`src/rtl/spi1_target_if.sv`:
```
// rtl/spi1_target_if.sv - byte-stream side of the SPI1 target front end
interface spi1_target_if;
  logic       start_o;
  logic [7:0] rx_data_o;
  logic       rx_valid_o;
  logic       rx_ready_i;
  logic [7:0] tx_data_i;
  logic       busy_i;
  logic       overrun_o;
  logic       spi_stall_o;

  modport master (
    output start_o, rx_data_o, rx_valid_o, overrun_o, spi_stall_o,
    input  rx_ready_i, tx_data_i, busy_i
  );

  modport slave (
    input  start_o, rx_data_o, rx_valid_o, overrun_o, spi_stall_o,
    output rx_ready_i, tx_data_i, busy_i
  );
endinterface

```
`src/rtl/spi1_target.sv`:
```
// rtl/spi1_target.sv - SPI1 mode-0 target turning the MCU link into a byte stream
module spi1_target #(
  parameter int SYNC_STAGES = 2
) (
  input  logic             clock_i,
  input  logic             reset_ni,
  input  logic             spi1_cs_ni,
  input  logic             spi1_sck_i,
  input  logic             spi1_sd_i,
  output logic             spi1_sd_o,
  spi1_target_if.master    bus
);

  typedef enum logic {
    ST_IDLE   = 1'b0,
    ST_ACTIVE = 1'b1
  } state_t;

  logic [SYNC_STAGES-1:0] r_cs_sync;
  logic [SYNC_STAGES-1:0] r_sck_sync;
  logic [SYNC_STAGES-1:0] r_sd_sync;
  logic [SYNC_STAGES-1:0] r_flush;
  logic                   r_cs_d;
  logic                   r_sck_d;
  logic                   r_armed;

  state_t     r_state;
  logic [2:0] r_bit_cnt;
  logic [6:0] r_rx_shift;
  logic [7:0] r_tx_shift;
  logic       r_sd_o;
  logic       r_start;
  logic [7:0] r_rx_data;
  logic       r_rx_valid;
  logic       r_overrun;

  logic w_cs_s;
  logic w_sck_s;
  logic w_sd_s;
  logic w_cs_fall;
  logic w_cs_rise;
  logic w_sck_rise;
  logic w_sck_fall;
  logic w_accept;

  assign w_cs_s  = r_cs_sync[SYNC_STAGES-1];
  assign w_sck_s = r_sck_sync[SYNC_STAGES-1];
  assign w_sd_s  = r_sd_sync[SYNC_STAGES-1];

  // A falling CS only counts once CS has really been seen high after reset,
  // so a reset released while CS is held low cannot start a bogus frame.
  assign w_cs_fall  = r_armed & r_cs_d & ~w_cs_s;
  assign w_cs_rise  = ~r_cs_d & w_cs_s;
  assign w_sck_rise = w_sck_s & ~r_sck_d;
  assign w_sck_fall = ~w_sck_s & r_sck_d;
  assign w_accept   = r_rx_valid & bus.rx_ready_i;

  // Synchronize the SPI pins and keep one delayed copy for edge detection.
  always_ff @(posedge clock_i or negedge reset_ni) begin
    if (!reset_ni) begin
      r_cs_sync  <= '1;
      r_sck_sync <= '0;
      r_sd_sync  <= '0;
      r_flush    <= '0;
      r_cs_d     <= 1'b1;
      r_sck_d    <= 1'b0;
      r_armed    <= 1'b0;
    end else begin
      r_cs_sync  <= {r_cs_sync[SYNC_STAGES-2:0], spi1_cs_ni};
      r_sck_sync <= {r_sck_sync[SYNC_STAGES-2:0], spi1_sck_i};
      r_sd_sync  <= {r_sd_sync[SYNC_STAGES-2:0], spi1_sd_i};
      r_flush    <= {r_flush[SYNC_STAGES-2:0], 1'b1};
      r_cs_d     <= w_cs_s;
      r_sck_d    <= w_sck_s;
      r_armed    <= r_armed | (r_flush[SYNC_STAGES-1] & w_cs_s);
    end
  end

  // Frame FSM: shifts MOSI in on SCK rise, MISO out on SCK fall, hands bytes off.
  always_ff @(posedge clock_i or negedge reset_ni) begin
    if (!reset_ni) begin
      r_state    <= ST_IDLE;
      r_bit_cnt  <= 3'd0;
      r_rx_shift <= 7'd0;
      r_tx_shift <= 8'd0;
      r_sd_o     <= 1'b0;
      r_start    <= 1'b0;
      r_rx_data  <= 8'h00;
      r_rx_valid <= 1'b0;
      r_overrun  <= 1'b0;
    end else begin
      r_start <= 1'b0;
      if (w_accept) begin
        r_rx_valid <= 1'b0;
      end
      case (r_state)
        ST_IDLE: begin
          if (w_cs_fall) begin
            r_state    <= ST_ACTIVE;
            r_start    <= 1'b1;
            r_overrun  <= 1'b0;
            r_bit_cnt  <= 3'd0;
            r_rx_shift <= 7'd0;
            r_sd_o     <= bus.tx_data_i[7];
            r_tx_shift <= {bus.tx_data_i[6:0], 1'b0};
          end
        end
        ST_ACTIVE: begin
          // CS release takes priority over any SCK edge seen in the same cycle.
          if (w_cs_rise) begin
            r_state   <= ST_IDLE;
            r_bit_cnt <= 3'd0;
            r_sd_o    <= 1'b0;
          end else if (w_sck_rise) begin
            r_rx_shift <= {r_rx_shift[5:0], w_sd_s};
            r_bit_cnt  <= r_bit_cnt + 3'd1;
            if (r_bit_cnt == 3'd7) begin
              r_rx_data  <= {r_rx_shift, w_sd_s};
              r_rx_valid <= 1'b1;
              if (r_rx_valid && !bus.rx_ready_i) begin
                r_overrun <= 1'b1;
              end
            end
          end else if (w_sck_fall) begin
            if (r_bit_cnt != 3'd0) begin
              r_sd_o     <= r_tx_shift[7];
              r_tx_shift <= {r_tx_shift[6:0], 1'b0};
            end else begin
              r_sd_o     <= bus.tx_data_i[7];
              r_tx_shift <= {bus.tx_data_i[6:0], 1'b0};
            end
          end
        end
        default: r_state <= ST_IDLE;
      endcase
    end
  end

  assign spi1_sd_o       = r_sd_o;
  assign bus.start_o     = r_start;
  assign bus.rx_data_o   = r_rx_data;
  assign bus.rx_valid_o  = r_rx_valid;
  assign bus.overrun_o   = r_overrun;
  assign bus.spi_stall_o = r_rx_valid | bus.busy_i;

endmodule

```
`src/flat_wrapper.sv`:
```
// flat-port wrapper written by rule: the top's interface ports become plain ports
module spi1_target_flat 
#(
  parameter int SYNC_STAGES = 2
)
  (clock_i, reset_ni, spi1_cs_ni, spi1_sck_i, spi1_sd_i, spi1_sd_o, bus_start_o, bus_rx_data_o, bus_rx_valid_o, bus_overrun_o, bus_spi_stall_o, bus_rx_ready_i, bus_tx_data_i, bus_busy_i);
  spi1_target_if bus_i ();
  input  logic clock_i;
  input  logic reset_ni;
  input  logic spi1_cs_ni;
  input  logic spi1_sck_i;
  input  logic spi1_sd_i;
  output logic spi1_sd_o;
  output wire logic [$bits(bus_i.start_o)-1:0] bus_start_o;
  output wire logic [$bits(bus_i.rx_data_o)-1:0] bus_rx_data_o;
  output wire logic [$bits(bus_i.rx_valid_o)-1:0] bus_rx_valid_o;
  output wire logic [$bits(bus_i.overrun_o)-1:0] bus_overrun_o;
  output wire logic [$bits(bus_i.spi_stall_o)-1:0] bus_spi_stall_o;
  input wire logic [$bits(bus_i.rx_ready_i)-1:0] bus_rx_ready_i;
  input wire logic [$bits(bus_i.tx_data_i)-1:0] bus_tx_data_i;
  input wire logic [$bits(bus_i.busy_i)-1:0] bus_busy_i;
  assign bus_start_o = bus_i.start_o;
  assign bus_rx_data_o = bus_i.rx_data_o;
  assign bus_rx_valid_o = bus_i.rx_valid_o;
  assign bus_overrun_o = bus_i.overrun_o;
  assign bus_spi_stall_o = bus_i.spi_stall_o;
  assign bus_i.rx_ready_i = bus_rx_ready_i;
  assign bus_i.tx_data_i = bus_tx_data_i;
  assign bus_i.busy_i = bus_busy_i;
  spi1_target #(.SYNC_STAGES(SYNC_STAGES)) u_core (.clock_i(clock_i), .reset_ni(reset_ni), .spi1_cs_ni(spi1_cs_ni), .spi1_sck_i(spi1_sck_i), .spi1_sd_i(spi1_sd_i), .spi1_sd_o(spi1_sd_o), .bus(bus_i));
endmodule
```
`config.mk`:
```
export PLATFORM = sky130hd
export DESIGN_NAME = spi1_target_flat
export DESIGN_NICKNAME = d
export VERILOG_FILES = /design/src/rtl/spi1_target_if.sv /design/src/rtl/spi1_target.sv /design/src/flat_wrapper.sv
export SDC_FILE = /design/constraint.sdc
export NUM_CORES = 1
export LEC_CHECK = 0
export CAP_MARGIN = 20
export CORE_ASPECT_RATIO = 1.25
export CORE_UTILIZATION = 54
export CTS_BUF_LIST = sky130_fd_sc_hd__clkbuf_8
export CTS_CLUSTER_SIZE = 24
export DETAILED_ROUTE_END_ITERATION = 6
export HOLD_SLACK_MARGIN = 0.02
export PLACE_DENSITY = 0.86
export SETUP_SLACK_MARGIN = 0.3
export SYNTH_ARGS = -nofsm -noshare
export SYNTH_HDL_FRONTEND = slang
export SYNTH_SLANG_ARGS = --single-unit
```
`constraint.sdc`:
```
create_clock -name clock_i -period 2.03 [get_ports clock_i]
set_input_delay 0.406 -clock clock_i [delete_from_list [all_inputs] [get_ports clock_i]]
set_output_delay 0.406 -clock clock_i [all_outputs]
set_load 0.01 [all_outputs]
```
==> results.yml <==
cells_and_area:
  register_area_um2: 1030
  syn2layout_area_growth_pct: 23.7
  fin_util: 0.701
  nets: 168
  antenna_cells: 0
  nFillCells: 213
  drive_gt1_frac: 0.232
  multi_input_area_um2: 566
sta:
  fmax_mhz: 604
  hold_viol_final: 0
  rsz0062_at_grt: "yes"
  max_slew.worst_pin.slew_ns: 0.550
  skew_ns: 0.00762
  fin_crit_ns: 1.65
  drv_slew: 0
  fin_crit_sh: 0.815
  relSlewSlack: 0.633
  setup_viol: 0
  fin_ws_ns: 0.376
  finalSetupTns_ns: 0
outcome:
  status: "finished clean"
logic_synthesis:
  syn_area_um2: 1650
  async_flop_share: 1.00
  syn-num-nets: 135
  ys_seq_area_frac: 0.623
  synth-edff-count: 0
  syn_inst: 117
  yosys.cell_types.count: 28
  synth_ff_type: "dfrtp_1"
  syn_area_per_cell_um2: 14.1
  synth_warnings: 0
  synth-seq-cells: 41
global_route:
  grt_pass1_wl_um: 4380
  overflow: 0
  grt_max_degree: 42
  grt_pass1_vias: 990
  antenna_found_initial: 0
  grt_usage: 0.187
placement:
  globalplace.congestion: 0.757
  dp_hpwl_um: 1830
  pre_cts_slack_ns: 0.0519
  numPortBuffers: 27
cts:
  htreeDepth: 2
  root_buffer: "clkbuf_8"
  clkLatencyLatePin_ns: 0.29
  cts_buffers: 5
  clock_path_buffers: 2
  clkTransAtPathRegs_ns: 0.08
  cts_tree: "yes"
  cts.sinks: 41
critical_path:
  path_class: "reg2reg"
  rrSetupSlack_ns: 0.38
  crit_end: "u_core.bus.rx_data_o[0]"
  regToRegStartpoint: "u_core.r_cs_d"
  crit_fanout: 12
  worstRegToRegCells: 4
  required_ns: 2.21
  cp-start-kind: "flip-flop"
  worst_ep_arrival_time_ns: 1.83
  end_kind: "flip-flop"
  reg2reg_to: "u_core.bus.rx_data_o[0]"
  cp-startpoint: "u_core.r_cs_d"
pwr:
  p_sw_frac: 0.256
  p_leak_nw: 1.02
  powerDensity_nw_per_um2: 831
  p_switching_mw: 0.435
  internal-power_mw: 1.26
  p_seq_frac: 0.563
  ir_drop_mv: 0.706
  combPwrFrac: 0.141
  p_clk_frac: 0.296
detailed_routing:
  wl_per_cell_um: 14.4
  ant_nets: 0
  vias: 1005
  drcViolationCount: 0
  viasPerCell: 5.37
  wl_um: 2690
  drt_iter0_drc: 36
  drtPass1Iterations: 4
floorplan:
  row_count: 22
  core_area_um2: 2920
  initial_utilization: 0.566
  dieArea_um2: 3290
  dieHeight_um: 63.9
  dieWidth_um: 51.5
  io_pins: 28
hold_path:
  hold_path_class: "in2async"
job:
  cap_violations: 0
[layout by cell type, fill, tap and decap left out, types with 3 or more instances in the layout]
master           count
a21oi_1              3
a22o_1               9
clkbuf_8             5
clkdlybuf4s50_1     25
dfrtp_1             38
dfstp_2              3
ha_1                 3
inv_1                6
mux2_4               8
mux2i_1              7
nand2_1             10
o21ai_0              8
o21ai_2              3
[Yosys cell counts, drive strengths merged, types with 2 or more instances]
cell type	number	area, um2
mux2	9	131
buf	4	35.0
a21oi	3	15.0
mux2i	7	70.1
nand2b	2	12.5
dfstp	3	78.8
inv	6	22.5
dfrtp	38	951
nand2	11	48.8
a22o	9	78.8
ha	3	37.5
o21ai	11	66.3
[kinds of logic after synthesis]
family / share of synthesized area
fa+ha+maj: 0.0227
simple gates: 0.0810
other cells: 0.00227
buf+inv: 0.0348
mux: 0.122
compound gates: 0.114
flops: 0.623
[per-stage QoR]
step           total power [mW]  hold slack, ns  std cells  instance area, um2
2_1_floorplan              1.12           0.110        117                1650
3_3_place_gp               1.19           0.332        178                1940
3_5_place_dp               1.21           0.336        178                1940
4_1_cts                    1.72           0.159        186                2030
5_1_grt                    1.80           0.186        187                2040
6_report                   1.70           0.146        187                2040
[timing repair]
| action | 4_1_cts | 5_1_grt |
|---|---|---|
| setup endpoints to repair | 1 | 6 |
| hold buffers | 0 | 0 |
| buffers inserted | 0 | 1 |
| cloned | 0 | 0 |
| resized for setup | 2 | 1 |
| pin swaps | 0 | 1 |
[critical path, stage by stage, from the launching register on]
cell and delay, ns:
dfstp_2 0.56, nand2b_1 0.15, and4_4 0.35, nand2_4 0.15, mux2_4 0.33
[registers in the layout, summed over array words and instances, names as in the netlist, 2 cells and up]
name	flops
u_core.bus.rx_data_o	8
u_core.r_bit_cnt	3
u_core.r_cs_sync	2
u_core.r_flush	2
u_core.r_rx_shift	7
u_core.r_sck_sync	2
u_core.r_sd_sync	2
u_core.r_tx_shift	7
[power groups by stage]
stage | combinational [mW] | sequential [mW] | clock (mW)
floorplan | 0.161 | 0.957 | 0
global placement | 0.222 | 0.964 | 0
detailed placement | 0.234 | 0.971 | 0
CTS | 0.235 | 0.955 | 0.526
global route | 0.270 | 0.964 | 0.562
finish | 0.239 | 0.956 | 0.503
[metal layers]
metal,vias up,share of wire,GRT usage
met5,-,0,0
met4,0,0.022,0.0912
met3,8,0.046,0.0500
met2,24,0.49,0.291
met1,502,0.44,0.240
li1,471,-,-
[cell type report]
type	count	share of cell area
clock buffer	5	0.0337
clock inverter	3	0.00857
inverter	6	0.0110
multi-input combinational	66	0.277
sequential	41	0.504
tap	36	0.0220
timing repair buffer	30	0.144
[how the worst min path moves through the flow]
stage / slack [ns] / from / depth (start not counted) / end
finish: 0.15 / reset_ni / 2 / u_core.bus.rx_data_o[2]
global route: 0.19 / reset_ni / 2 / u_core.r_rx_shift[2]
CTS: 0.16 / reset_ni / 2 / u_core.r_rx_shift[2]
detailed placement: 0.34 / u_core.r_sck_sync[0] / 0 / u_core.r_sck_sync[1]
global placement: 0.33 / u_core.r_sck_sync[0] / 0 / u_core.r_sck_sync[1]
floorplan: 0.11 / reset_ni / 0 / u_core.bus.overrun_o
Power figures use the tool's default switching activity.
